<file path="src/rtl/dfr_pkg.sv">
// Shared types and helpers for the delayed-feedback reservoir readout.
package dfr_pkg;

    typedef enum logic [1:0] {
        ACC,
        FLUSH,
        HOLD
    } readout_state_t;

    // Accumulator width that cannot overflow when summing num_nodes full products.
    function automatic int acc_width(input int data_width, input int num_nodes);
        return 2 * data_width + $clog2(num_nodes);
    endfunction

endpackage

</file>
<file path="src/rtl/dfr_weight_rf.sv">
// Per-node readout weight store: synchronous write, asynchronous read, cleared on reset.
module dfr_weight_rf #(
    parameter int DATA_WIDTH = 32,
    parameter int NUM_NODES  = 16
) (
    input  logic                         clk,
    input  logic                         rst,
    input  logic                         wr_en,
    input  logic [$clog2(NUM_NODES)-1:0] wr_addr,
    input  logic [DATA_WIDTH-1:0]        wr_data,
    input  logic [$clog2(NUM_NODES)-1:0] rd_addr,
    output logic [DATA_WIDTH-1:0]        rd_data
);

    logic [NUM_NODES-1:0][DATA_WIDTH-1:0] mem;

    // Reads see the pre-edge contents, so a same-edge read and write returns the old weight.
    assign rd_data = mem[rd_addr];

    always_ff @(posedge clk) begin
        if (rst) begin
            mem <= '0;
        end else if (wr_en) begin
            mem[wr_addr] <= wr_data;
        end
    end

endmodule

</file>
<file path="src/rtl/dfr_readout_mac.sv">
// Reservoir readout: multiplies each streamed node state by its weight and emits one frame sum.
module dfr_readout_mac
    import dfr_pkg::*;
#(
    parameter int DATA_WIDTH = 32,
    parameter int NUM_NODES  = 16,
    parameter int ACC_WIDTH  = acc_width(DATA_WIDTH, NUM_NODES)
) (
    input  logic                         clk,
    input  logic                         rst,
    input  logic                         weight_wr_en,
    input  logic [$clog2(NUM_NODES)-1:0] weight_wr_addr,
    input  logic [DATA_WIDTH-1:0]        weight_wr_data,
    input  logic                         node_valid,
    input  logic [DATA_WIDTH-1:0]        node_data,
    output logic                         node_ready,
    output logic                         out_valid,
    output logic [ACC_WIDTH-1:0]         out_data,
    input  logic                         out_ready,
    output logic [$clog2(NUM_NODES)-1:0] node_idx
);

    localparam int IDX_W  = $clog2(NUM_NODES);
    localparam int PROD_W = 2 * DATA_WIDTH;

    readout_state_t state, state_nxt;

    logic [DATA_WIDTH-1:0]       weight_rd;
    logic signed [PROD_W-1:0]    prod;
    logic signed [PROD_W-1:0]    prod_reg;
    logic                        prod_vld;
    logic signed [ACC_WIDTH-1:0] acc;
    logic signed [ACC_WIDTH-1:0] prod_ext;
    logic                        accept;
    logic                        last;

    dfr_weight_rf #(
        .DATA_WIDTH (DATA_WIDTH),
        .NUM_NODES  (NUM_NODES)
    ) u_weight_rf (
        .clk     (clk),
        .rst     (rst),
        .wr_en   (weight_wr_en),
        .wr_addr (weight_wr_addr),
        .wr_data (weight_wr_data),
        .rd_addr (node_idx),
        .rd_data (weight_rd)
    );

    assign node_ready = (state == ACC);
    assign out_valid  = (state == HOLD);
    assign out_data   = acc;
    assign accept     = node_valid && node_ready;
    assign last       = (node_idx == IDX_W'(NUM_NODES - 1));
    assign prod       = $signed(node_data) * $signed(weight_rd);
    assign prod_ext   = ACC_WIDTH'(prod_reg);

    always_ff @(posedge clk) begin
        if (rst) begin
            state <= ACC;
        end else begin
            state <= state_nxt;
        end
    end

    always_comb begin
        state_nxt = state;
        case (state)
            ACC:     if (accept && last) state_nxt = FLUSH;
            FLUSH:   state_nxt = HOLD;
            HOLD:    if (out_ready) state_nxt = ACC;
            default: state_nxt = ACC;
        endcase
    end

    // One-deep product pipeline: the product of node k is accumulated while node k+1 multiplies.
    always_ff @(posedge clk) begin
        if (rst) begin
            acc      <= '0;
            prod_reg <= '0;
            prod_vld <= 1'b0;
            node_idx <= '0;
        end else begin
            case (state)
                ACC: begin
                    if (prod_vld) acc <= acc + prod_ext;
                    if (accept) begin
                        prod_reg <= prod;
                        prod_vld <= 1'b1;
                        node_idx <= last ? '0 : node_idx + IDX_W'(1);
                    end else begin
                        prod_vld <= 1'b0;
                    end
                end
                FLUSH: begin
                    acc      <= acc + prod_ext;
                    prod_vld <= 1'b0;
                end
                HOLD: begin
                    if (out_ready) acc <= '0;
                end
                default: ;
            endcase
        end
    end

endmodule

</file>
<file path="config.mk">
export PLATFORM = sky130hd
export DESIGN_NAME = dfr_readout_mac
export DESIGN_NICKNAME = d
export VERILOG_FILES = /design/src/rtl/dfr_pkg.sv /design/src/rtl/dfr_weight_rf.sv /design/src/rtl/dfr_readout_mac.sv
export SDC_FILE = /design/constraint.sdc
export NUM_CORES = 2
export LEC_CHECK = 0
export ABC_AREA = 1
export BUFFER_PORTS_ARGS = -buffer_cell sky130_fd_sc_hd__buf_4
export CORE_AREA = 2 2 453 455
export DETAILED_ROUTE_END_ITERATION = 16
export DIE_AREA = 0 0 455 457
export SYNTH_ARGS = -nofsm -noshare
export SYNTH_HDL_FRONTEND = slang
export SYNTH_HIERARCHICAL = 1
export SYNTH_SLANG_ARGS = --single-unit
</file>
<file path="constraint.sdc">
create_clock -name clk -period 9.11 [get_ports clk]
set_input_delay 1.3665 -clock clk [delete_from_list [all_inputs] [get_ports clk]]
set_output_delay 1.3665 -clock clk [all_outputs]
set_load 0.02 [all_outputs]
</file>
Word-level counts from Yosys, hierarchy flattened:

Index checks and enable logic that the tools add are counted.

* shift operators: 0
* reduce and logical (&&, ||, !) cells: 9
* magnitude comparators: 3
* multipliers: 1
* muxes and demuxes: 14
* eq/ne operators: 6
* add/subtract/negate cells: 2
* div/mod/pow operators: 0
* bitwise operators: 0

Operator list (number)
* $bwmux W512: 1
* $pmux W68 S3: 1
* $mux W68: 2
* $bmux W32 S4: 1
* $demux W32 S4: 1
* $add A68 B64 Y68: 1
* $mul A32 B32 Y64: 1
* $mux W32: 2
* $lt A4 B5 Y1 const B: 2
* $ne A2 B1 Y1 const B: 3
* $pmux W2 S3: 1
* $add A4 B1 Y4 const B: 1
* $eq A4 B4 Y1 const B: 1
* $ge A4 B1 Y1 const B: 1
* $mux W2: 2
* $mux W4: 1
* $reduce_and A2 Y1: 2
* $logic_and A1 B1 Y1: 3
* $reduce_and A3 Y1: 1
* $reduce_bool A3 Y1: 1
* $eq A2 B1 Y1 const B: 1
* $eq A2 B2 Y1 const B: 1
* $logic_not A2 Y1: 1
* $pmux W1 S2: 1
* 2 further kinds: 2

* word-level logic and storage cells: 56
* input bits: 73
* register bits after elaboration: 651
* bits in latches: 0
* memories: 0
* memory bits (read-only): 0
* RAM bits: 0

Logic depth before layout (Yosys ltp):

* depth after elaboration: 5
* depth in mapped cells: 41

Hierarchy:

The synthesis kept the hierarchy.

Modules (own cells, without submodules)
* dfr_readout_mac: times used 1, area each 48760.5 um^2, cells an instance 6694
* dfr_weight_rf: times used 1, area each 24129.4 um^2, cells an instance 3795

Worst setup path before layout:

OpenSTA, ideal clock, no wires.

* path kind: input to register
* start point: in node_data[31]
* end point: reg prod_reg[62]
* arrival time: 8.004 ns
* data required time: 9.001 ns
* library setup time: 0.109 ns
* path buffers: 1
* cell stages on the path: 29
* setup slack: 0.997 ns
* cells stage by stage: clkbuf_1 > nand2_1 > inv_1 > fa_1 > inv_1 > fa_1 > inv_1 > fa_1 > fa_1 > inv_1 > fa_1 > inv_1 > fa_1 > inv_1 > fa_1 > inv_1 > fa_1 > ha_1 > nand2_1 > nor2_1 > inv_1 > nor2_1 > inv_1 > nor4_1 > nand2_1 > nand3_1 > nand3_1 > nand2_1 > inv_1

* longest elaborated chain between the ends: 1

RTL lines
* start: declaration: RTL line dfr_readout_mac.sv:15 `input logic [DATA_WIDTH-1:0] node_data,`
* $mul A32 B32 Y64: RTL line dfr_readout_mac.sv:55 `assign prod = $signed(node_data) * $signed(weight_rd);`
* end signal: assignment: RTL line dfr_readout_mac.sv:88 `prod_reg <= prod;`
* end: declaration: RTL line dfr_readout_mac.sv:30 `logic signed [PROD_W-1:0] prod_reg;`

Every way passes these cells.
A chain may end at the register's enable or synchronous reset.

Worst setup path after layout:

* start point: reg node_idx[0]
* end point: reg prod_reg[58]

* longest elaborated chain between the ends: 3

RTL lines
* start: declaration: RTL line dfr_readout_mac.sv:20 `output logic [$clog2(NUM_NODES)-1:0] node_idx`
* start signal: assignment: RTL line dfr_readout_mac.sv:90 `node_idx <= last ? '0 : node_idx + IDX_W'(1);`
* $bmux W32 S4: RTL line dfr_weight_rf.sv:18 `assign rd_data = mem[rd_addr];`
* $mux W32 (implied by the code): RTL line dfr_weight_rf.sv:18
* net weight_rd[9]: RTL line dfr_readout_mac.sv:28 `logic [DATA_WIDTH-1:0] weight_rd;`
* $mul A32 B32 Y64: RTL line dfr_readout_mac.sv:55

The timed path passes the listed nets, and every way through them passes these cells. The select of a mux whose other input is x is not followed.

==> results.yml <==
placed_design:
  gp_congestion: 0.965
  place_hpwl_um: 183000
  dp_slack_ns: 0.133
  portBuffers: 146
synthesis:
  synth_cells: 10500
  synthDistinctLibCells: 43
  synth-edff-count: 0
  yosys_warnings: 6
  synth.net_count: 11900
  yosys_register_bits: 651
  synth.avg_cell_area_um2: 6.95
  yosysSeqAreaShare_pct: 17.9
  synthFlopType: "dfxtp_1"
  synthesis.area_um2: 72900
  synthArstFlopShare_pct: 0
floorplanning:
  top_level_ports: 147
  fp-row-count: 166
  die_area_um2: 208000
  die_y_um: 457
  core_area_um2: 203000
  start_util_pct: 35.8
  dieWidth_um: 455
setup_path:
  cpMaxStageDelayCell: "fa_1"
  cp_max_fo: 58
  crit_path_max_incr_delay_ns: 0.59
  crit_required_ns: 9.68
  crit_arrival_ns: 9.48
  end_kind: "flip-flop"
  rr_startpoint: "node_idx[0]"
  r2r_setup_slack_ns: 0.20
  timing.critical_path.mode_cell: "fa_1"
  path_class: "reg2reg"
  path_delay_family: "adder cells"
  r2r_end: "prod_reg[58]"
  cp-start-kind: "flip-flop"
  reg2reg_depth: 32
  cp_num_buf_inv: 9
timing:
  rsz0062_at_grt: "no"
  fin_setup_tns_ns: 0
  finClkSkew_ns: 0.0394
  hold_violations: 0
  final.period_utilization_pct: 97.8
  fin_crit_ns: 8.91
  whs_ns: 0.460
  setup_violations: 0
  tightest_slew_ns: 1.21
  final.setup.worst_slack_ns: 0.201
  maxSlewViolCount: 0
  maxSlewHeadroom_pct: 19.5
  fmax_ghz: 0.112
cts:
  cts.clk_slew.worst_paths_ns: 0.06
  ctsLongestPathBuffers: 3
  numCtsBuffers: 75
  cts_root_buf: "clkbuf_16"
  clock_sinks: 651
  htreeDepth: 3
  cts_tree: "yes"
  clock_latency_ns: 0.70
final_layout:
  drive_gt1_share_pct: 4.63
  syn_to_final_growth_pct: 8.60
  utilization_pct: 38.9
  nets: 11700
  largest_reg_flops: 512
flow_run:
  drv_cap: 0
routing:
  vias: 64800
  drc: 0
  firstDrtPassIters: 6
  via_per_inst: 4.97
  ant_nets: 0
  drtIter0Drc: 5415
  routed_wl_um: 248000
  detail_route.wl_per_cell_um: 19.0
worst_hold_path:
  hold_end: "u_weight_rf/mem[217]"
  min_path_type: "reg2reg"
  hold_depth: 2
  hold_path.startpoint: "u_weight_rf/mem[217]"
global_route:
  track_usage_pct: 23.8
  overflow: 0
  antenna_found_initial: 13
  grt_pass1_vias: 65000
  grt_first_pass_wirelength_um: 385000
  grt_max_degree: 229
status:
  status: "completed"
==> Yosys cell counts, drive strengths merged, types with 6 or more instances <==
| library cell | instances | area, um^2 |
|---|---|---|
| nand4 | 36 | 225 |
| fa | 1083 | 21700 |
| or2 | 11 | 68.8 |
| buf | 150 | 746 |
| nand3b | 15 | 113 |
| nor2 | 517 | 2030 |
| nand2 | 3408 | 12800 |
| xnor2 | 12 | 105 |
| ha | 252 | 3150 |
| xor2 | 32 | 280 |
| a211oi | 65 | 488 |
| a21o | 6 | 46.3 |
| dfxtp | 651 | 13000 |
| o21a | 7 | 52.6 |
| nor3 | 28 | 155 |
| inv | 2316 | 8690 |
| o21ai | 161 | 813 |
| a21oi | 714 | 3580 |
| o21bai | 29 | 218 |
| nand3 | 575 | 2960 |
| nor4 | 6 | 43.8 |
| clkbuf | 406 | 1530 |
==> timing repair <==
| action | in CTS | in global routing |
|---|---|---|
| setup endpoints to repair | 0 | 12 |
| buffers inserted | 0 | 0 |
| gates resized for setup | 0 | 13 |
| hold buffers | 0 | 0 |
==> cell usage in the layout, fill, tap and decap left out, types with 11 or more instances in the layout <==
| cell type | n |
|---|---|
| a211oi_1 | 65 |
| a21oi_1 | 710 |
| buf_12 | 31 |
| buf_4 | 230 |
| clkbuf_1 | 13 |
| clkbuf_16 | 75 |
| clkbuf_8 | 16 |
| dfxtp_1 | 647 |
| fa_1 | 1082 |
| ha_1 | 252 |
| inv_1 | 2296 |
| inv_2 | 18 |
| nand2_1 | 3398 |
| nand3_1 | 562 |
| nand3_2 | 11 |
| nand3b_1 | 15 |
| nand4_1 | 36 |
| nor2_1 | 496 |
| nor2_4 | 14 |
| nor3_1 | 24 |
| o21ai_0 | 151 |
| o21bai_1 | 29 |
| xnor2_1 | 12 |
| xor2_1 | 32 |
==> worst max path at each step <==
stage / start / depth (start not counted) / slack [ns] / end
final: node_idx[0] / 32 / 0.20 / prod_reg[58]
after global placement: node_idx[1] / 31 / 0.08 / prod_reg[50]
after CTS: node_idx[0] / 32 / 0.08 / prod_reg[54]
after detailed placement: node_idx[0] / 32 / 0.13 / prod_reg[54]
after global routing: node_idx[0] / 32 / 0.01 / prod_reg[58]
after floorplan: node_data[31] / 29 / 1.0 / prod_reg[62]
==> layout make-up <==
cell class	instances	area [um^2]
Fill cell	21200	124000
Multi-Input combinational cell	6965	48900
Sequential cell	651	13000
Inverter	2316	8710
Tap cell	2688	3360
Timing Repair Buffer	268	2450
Clock buffer	104	2150
Clock inverter	30	482
Antenna cell	10	25.0
==> kinds of logic (layout without fill, tap and decap cells) <==
| family | after synthesis | after routing | share of synthesized area [%] |
|---|---|---|---|
| AOI/OAI and AO/OA | 985 | 985 | 7.16 |
| other | 0 | 10 | 0 |
| xor gates and xnor gates | 44 | 44 | 0.529 |
| buffers and inverters | 2873 | 2718 | 15.1 |
| DFF | 651 | 651 | 17.9 |
| and+or+nand+nor | 4601 | 4601 | 25.3 |
| adders and majority gates | 1335 | 1335 | 34.1 |
==> worst register-to-register path: cells and delay by family (launching register included) <==
kind | cells | cell delay (ns)
fa+ha+maj | 9 | 4.59
buf+inv | 9 | 1.15
compound gates | 1 | 0.21
simple gates | 13 | 2.39
flops | 1 | 0.43
==> through the flow <==
stage,instance area (um^2),std cells
2_1_floorplan,72900,10500
3_5_place_dp,76500,12900
3_3_place_gp,76500,12900
4_1_cts,79100,13000
6_report,79200,13000
5_1_grt,79200,13000
==> metal layers <==
metal,track usage (%),up-vias,share of wire (%)
met4,7.21,8,3.1
met2,39.5,2143,48
met1,32.3,31900,43
li1,-,30400,-
met5,0,-,0.021
met3,2.76,394,6.0
Power is not shown: default switching activity piles up to over one toggle a cycle in this logic, so the estimate is an artifact.
